File: config.mk
export PLATFORM = sky130hd
export DESIGN_NAME = lfsr_run_ctrl
export DESIGN_NICKNAME = d
export VERILOG_FILES = /design/src/rtl/lfsr_run_ctrl.sv
export SDC_FILE = /design/constraint.sdc
export NUM_CORES = 1
export LEC_CHECK = 0
export ABC_AREA = 1
export BUFFER_PORTS_ARGS = -buffer_cell sky130_fd_sc_hd__buf_2
export CORE_ASPECT_RATIO = 1.25
export CORE_MARGIN = 3
export CORE_UTILIZATION = 50
export DETAILED_ROUTE_END_ITERATION = 10
export MAX_ROUTING_LAYER = met4
export PLACE_DENSITY = 0.72
export SLEW_MARGIN = 25
export SYNTH_ARGS = -nofsm -noshare
export SYNTH_HDL_FRONTEND = slang
export SYNTH_SLANG_ARGS = --single-unit
File: constraint.sdc
create_clock -name clk -period 3.7 [get_ports clk]
set_input_delay 0.185 -clock clk [delete_from_list [all_inputs] [get_ports clk]]
set_output_delay 0.185 -clock clk [all_outputs]
set_load 0.05 [all_outputs]
File: src/rtl/lfsr_run_ctrl.sv
// lfsr_run_ctrl: command sequencer for a variable-length Fibonacci LFSR.
// One command at a time. The controller seeds its own shift register,
// fetches the tap mask for the requested length, and then does one of two
// things: it streams a fixed number of feedback bits under backpressure
// (RUN), or it free-runs until the seed recurs (MEASURE). Every command,
// including a rejected or aborted one, produces exactly one response.
module lfsr_run_ctrl #(
    parameter int              W          = 34,
    parameter int              STEP_W     = 16,
    parameter longint unsigned MEAS_LIMIT = 64'h2_0000_0000
) (
    input  logic              clk,
    input  logic              rst_n,
    input  logic              cmd_valid,
    output logic              cmd_ready,
    input  logic              cmd_mode,
    input  logic [5:0]        cmd_len,
    input  logic [STEP_W-1:0] cmd_steps,
    input  logic [W-1:0]      cmd_seed,
    input  logic              cmd_abort,
    output logic [5:0]        mask_len,
    input  logic              mask_valid,
    input  logic [W-1:0]      mask_value,
    output logic              bit_valid,
    input  logic              bit_ready,
    output logic              bit_data,
    output logic              rsp_valid,
    input  logic              rsp_ready,
    output logic [1:0]        rsp_status,
    output logic [W-1:0]      rsp_count,
    output logic [W-1:0]      rsp_state,
    output logic              busy
);

    localparam logic [W-1:0] ONE = W'(1);

    localparam logic [1:0] ST_OK      = 2'd0;
    localparam logic [1:0] ST_BAD_LEN = 2'd1;
    localparam logic [1:0] ST_TIMEOUT = 2'd2;
    localparam logic [1:0] ST_ABORTED = 2'd3;

    typedef enum logic [2:0] {
        S_IDLE,
        S_LOOKUP,
        S_RUN,
        S_MEASURE,
        S_RESP
    } state_t;

    state_t st_q, st_d;

    // Registered command fields and datapath state
    logic              mode_q;
    logic [5:0]        len_q;
    logic [STEP_W-1:0] steps_q;
    logic [W-1:0]      lfsr_q;
    logic [W-1:0]      seed_q;
    logic [W-1:0]      mask_q;
    logic [W-1:0]      count_q;
    logic [1:0]        status_q;
    logic [5:0]        mask_len_q;

    // Control strobes from the FSM
    logic              load_cmd;
    logic              load_mask;
    logic              step_en;
    logic [1:0]        status_d;

    // Datapath nets
    logic [W-1:0]      lm_cmd;
    logic [W-1:0]      lm_q;
    logic [W-1:0]      seed_masked;
    logic [W-1:0]      seed_load;
    logic              fb;
    logic [W-1:0]      lfsr_nxt;
    logic [W-1:0]      count_inc;
    logic              run_done;
    logic              meas_recur;
    logic              meas_limit;

    // Active-length mask: the low len bits set. Lengths at or beyond the
    // register width wrap to all ones, which keeps the shift well defined.
    function automatic logic [W-1:0] len_mask(input logic [5:0] len);
        return (ONE << len) - ONE;
    endfunction

    // Feedback bit: mask bit k selects state bit k-1 as a tap.
    function automatic logic lfsr_feedback(input logic [W-1:0] s, input logic [W-1:0] m);
        return ^(s & (m >> 1));
    endfunction

    // One Fibonacci shift: feedback enters at bit 0, result clipped to length.
    function automatic logic [W-1:0] lfsr_step(input logic [W-1:0] s, input logic f,
                                               input logic [W-1:0] lm);
        return {s[W-2:0], f} & lm;
    endfunction

    assign lm_cmd      = len_mask(cmd_len);
    assign lm_q        = len_mask(len_q);
    assign seed_masked = cmd_seed & lm_cmd;
    // An all-zero state would lock the LFSR, so a zero seed becomes 1.
    assign seed_load   = (seed_masked == '0) ? ONE : seed_masked;

    assign fb          = lfsr_feedback(lfsr_q, mask_q);
    assign lfsr_nxt    = lfsr_step(lfsr_q, fb, lm_q);
    assign count_inc   = count_q + ONE;

    assign run_done    = (count_inc == W'(steps_q));
    assign meas_recur  = (lfsr_nxt == seed_q);
    assign meas_limit  = (64'(count_inc) == MEAS_LIMIT);

    // FSM state register
    always_ff @(posedge clk) begin
        if (!rst_n) begin
            st_q <= S_IDLE;
        end else begin
            st_q <= st_d;
        end
    end

    // Next state and control strobes; abort only acts while stepping
    always_comb begin
        st_d      = st_q;
        load_cmd  = 1'b0;
        load_mask = 1'b0;
        step_en   = 1'b0;
        status_d  = status_q;
        case (st_q)
            S_IDLE: begin
                if (cmd_valid) begin
                    load_cmd = 1'b1;
                    st_d     = S_LOOKUP;
                end
            end
            S_LOOKUP: begin
                load_mask = 1'b1;
                if (!mask_valid) begin
                    status_d = ST_BAD_LEN;
                    st_d     = S_RESP;
                end else if (mode_q) begin
                    st_d = S_MEASURE;
                end else if (steps_q == '0) begin
                    status_d = ST_OK;
                    st_d     = S_RESP;
                end else begin
                    st_d = S_RUN;
                end
            end
            S_RUN: begin
                if (cmd_abort) begin
                    status_d = ST_ABORTED;
                    st_d     = S_RESP;
                end else if (bit_ready) begin
                    step_en = 1'b1;
                    if (run_done) begin
                        status_d = ST_OK;
                        st_d     = S_RESP;
                    end
                end
            end
            S_MEASURE: begin
                if (cmd_abort) begin
                    status_d = ST_ABORTED;
                    st_d     = S_RESP;
                end else begin
                    step_en = 1'b1;
                    // Recurrence is checked first so it wins over the limit.
                    if (meas_recur) begin
                        status_d = ST_OK;
                        st_d     = S_RESP;
                    end else if (meas_limit) begin
                        status_d = ST_TIMEOUT;
                        st_d     = S_RESP;
                    end
                end
            end
            S_RESP: begin
                if (rsp_ready) begin
                    st_d = S_IDLE;
                end
            end
            default: begin
                st_d = S_IDLE;
            end
        endcase
    end

    // Command capture, mask capture, LFSR stepping and step counting
    always_ff @(posedge clk) begin
        if (!rst_n) begin
            mode_q     <= 1'b0;
            len_q      <= '0;
            steps_q    <= '0;
            lfsr_q     <= '0;
            seed_q     <= '0;
            mask_q     <= '0;
            count_q    <= '0;
            status_q   <= ST_OK;
            mask_len_q <= '0;
        end else begin
            status_q <= status_d;
            if (load_cmd) begin
                mode_q     <= cmd_mode;
                len_q      <= cmd_len;
                steps_q    <= cmd_steps;
                mask_len_q <= cmd_len;
                lfsr_q     <= seed_load;
                seed_q     <= seed_load;
                count_q    <= '0;
            end
            if (load_mask) begin
                mask_q <= mask_value;
            end
            if (step_en) begin
                lfsr_q  <= lfsr_nxt;
                count_q <= count_inc;
            end
        end
    end

    // The state and count registers hold while in RESP, so they serve
    // directly as the stable response payload.
    assign cmd_ready  = (st_q == S_IDLE);
    assign busy       = (st_q != S_IDLE);
    assign mask_len   = mask_len_q;
    assign bit_valid  = (st_q == S_RUN);
    assign bit_data   = (st_q == S_RUN) ? fb : 1'b0;
    assign rsp_valid  = (st_q == S_RESP);
    assign rsp_status = status_q;
    assign rsp_count  = count_q;
    assign rsp_state  = lfsr_q;

endmodule

==> results by group <==
Setup path
  • CP Capture Type: flip-flop
  • RR Startpoint: mask_len[3]
  • RR Endpoint: st_q[1]
  • R2R depth: 20
  • Critical path type: flip-flop to flip-flop
  • Crit path DAT: 3.62 ns
  • Worst Path Required: 4.02 ns
  • Crit-path max FO: 16
  • Startpoint Class: flip-flop
  • R2R Setup Slk: 0.40 ns

Clocking
  • H-tree Lvls: 4
  • Clock Pin Slew Worst Setup and Hold Paths: 0.07 ns
  • Clock sink total: 163
  • CTS max path bufs: 2
  • Root Driver: clkbuf_16
  • Clock latency on the worst-skew pair: 0.43 ns
  • CTS tree: yes
  • # resized after CTS: 0
  • Num CTS Buffers: 17

STA
  • Slew HR: 43.5%
  • Min Clock Period, post-route: 3.30 ns
  • Final hold vios: 0
  • Final TNS setup: 0 ns
  • Worst-Margin Slew: 0.847 ns
  • RSZ-0062 raised after global routing: no
  • Layout Skew: 0.0134 ns
  • Fin crit share: 89.2%
  • Final setup fails: 0
  • Slew Limit Fails: 0
  • Maximum clock rate: 0.303 GHz

Synthesis
  • Syn Nets: 1,960
  • Flops & latches, synth: 163
  • Synth area leaders: dfxtp_1 29%, nand2_1 18%, nor2_1 8.9%, nand3_1 7.2%, inv_1 6.8%
  • Seq/Total Area, Yosys: 29.3%
  • EDFF count, synth: 0
  • Cells after synthesis: 1,859
  • Yosys warns: 0
  • Area leader, netlist: dfxtp_1
  • Mapped Area: 11,100 um^2
  • Post-Syn Area per Cell: 5.98 um^2
  • Predominant post-synthesis flop cell: dfxtp_1
  • Async SR Flop Fraction: 0%
  • Yosys top cell area share: 29.3%
  • Distinct cells, synth: 57

Cells and area
  • Sequential Area: 3260 um^2
  • Most frequent cells in the layout: 526 x nand2_1, 264 x nor2_1, 200 x inv_1, 177 x buf_2, 163 x dfxtp_1
  • Commonest non-fill, non-tap cell in the layout: nand2_1
  • Fillers: 2,129
  • Final Util: 61.0%
  • Antenna Cells: 0
  • Combined area of the multi-input logic cells: 6770 um^2
  • Final nets: 2,154
  • Area Overhead vs Synth: 19.0%
  • Layout cell share with drive strength beyond 1: 15.3%

Pwr
  • Psw: 0.00411 W
  • Cell Pwr Density: 634 nW/um^2
  • Gate power share: 48.2%
  • Reg power frac: 29.7%
  • Clk pwr share: 22.2%
  • VDD IR max: 0.377 mV
  • Switch share: 49.0%
  • Internal: 0.00428 W
  • Leakage Power: 6.55 nW

Route
  • Detailed Route Iter0 Violations: 922
  • DRC viols: 0
  • Post-DR wirelength/cell: 17.9 um
  • Antenna-violating nets left: 0
  • Pre-antenna DRT Iters: 8
  • Vias: 13,126
  • DR vias/cell: 5.60
  • Final WL: 41,900 um

Placed design
  • Port Buffers: 177
  • DPL Wire Length: 32,100 um
  • Final RePlAce weighted congestion: 1.02

Die
  • Core area: 21,700 um^2
  • Die Ht: 173 um
  • Boundary pin count: 179
  • Initial core utilization: 51.2%
  • Row count: 60
  • Die X-Extent: 139 um
  • Die area: 24,100 um^2

GRT
  • Pin count of the biggest net entering global routing: 80
  • Total global-route track usage: 34.3%
  • Vias in the first global route: 12,381
  • Overflow after GRT: 0
  • Global-route wire length before repair: 64,100 um
  • Initial antenna violation count: 0

Hold path
  • Min-delay worst type: input pin to flip-flop
  • Hold_sp: mask_value[2]
  • Worst hold path depth: 3
  • Min-Delay Endpoint: mask_q[2]

Flow run
  • Max cap viols: 0

Run status
  • Outcome: complete, no violations
synthesized netlist by cell type (12+ instances only):
library cell and instances:
or2_2 13, inv_2 12, nand3_1 160, nor3_1 22
dfxtp_1 163, nand2_2 13, clkbuf_1 46, o21ai_0 84
nor2_1 265, xor2_1 28, a21oi_1 95, nand2_1 526
nor2_2 17, inv_1 201, nand4_1 72, xnor2_1 19
sequential cells by signal, summed over array words and instances, names as in the netlist:
signal,cells
mask_len,6
steps_q,16
rsp_status,2
st_q,3
rsp_count,34
mask_q,33
mode_q,1
rsp_state,34
seed_q,34
per-stage QoR:
stage / cell area (um^2) / hold slack [ns] / cells / setup slack, ns / power [W]
after floorplan: 11100 / 0.320 / 1859 / 0.536 / 0.00530
after global placement: 12300 / 0.408 / 2278 / 0.534 / 0.00641
after detailed placement: 12300 / 0.414 / 2278 / 0.522 / 0.00645
after CTS: 13200 / 0.00152 / 2345 / 0.463 / 0.00834
after global routing: 13200 / 0.00837 / 2345 / 0.0393 / 0.00888
final: 13200 / 0.0119 / 2345 / 0.400 / 0.00839
worst max path at each step:
stage | from | end | slack, ns | depth (start not counted)
2_1_floorplan | st_q[0] | rsp_count[21] | 0.54 | 12
3_3_place_gp | mask_len[3] | st_q[1] | 0.53 | 20
3_5_place_dp | mask_len[3] | st_q[1] | 0.52 | 20
4_1_cts | mask_len[3] | st_q[1] | 0.46 | 20
5_1_grt | mask_len[1] | st_q[0] | 0.04 | 22
6_report | mask_len[3] | st_q[1] | 0.40 | 20
worst max-delay path: stages (launching register included):
cell and delay [ns]:
dfxtp_1 0.65, inv_4 0.18, nand4_2 0.18, ha_1 0.20, nand3_1 0.15, inv_2 0.14
nand2_4 0.11, nor2_2 0.27, nand2_1 0.15, nand4_1 0.10, nand2_1 0.06, inv_1 0.07
nand2_1 0.04, nor2_1 0.16, nand3_1 0.10, nor2_1 0.13, nand3_2 0.12, nand2_2 0.12
nand2_1 0.07, o21ai_1 0.13, inv_1 0.05
layout make-up:
cell class	instances	share of cell area, %
clock buffers	17	3.22
clock inverters	15	1.40
inverters	216	6.15
multi-input cells	1418	51.2
flip-flops and latches	163	24.7
well taps	279	2.64
repair buffers	237	10.8
cells by family (layout without fill, tap and decap cells):
kind of cell,count (synthesis),in the layout,share of synthesized area [%]
AOI/OAI and AO/OA,238,238,11.9
DFF,163,163,29.3
and+or+nand+nor,1130,1130,44.9
xor gates and xnor gates,47,47,3.70
buffers and inverters,278,485,9.81
adders and majority gates,3,3,0.338
layer usage:
metal  part of all wire (%)  global-route usage (%)  vias up
met1                     37                    36.3     6014
li1                       -                       -     6409
met4                    6.7                    19.9        0
met5                      0                       -        -
met2                     50                    61.3      558
met3                    5.7                    3.98      145
power groups by stage:
stage | clock [W] | combinational [W] | sequential [W]
floorplan | 0 | 0.00254 | 0.00275
global placement | 0 | 0.00390 | 0.00251
detailed placement | 0 | 0.00394 | 0.00252
CTS | 0.00187 | 0.00398 | 0.00248
global route | 0.00194 | 0.00440 | 0.00253
finish | 0.00186 | 0.00404 | 0.00249
repair_timing:
action | in CTS | in global routing
hold endpoints to repair | 35 | 0
buffers inserted | 0 | 0
hold buffers | 35 | 0
Note: power is estimated with default switching activity, not from simulation.
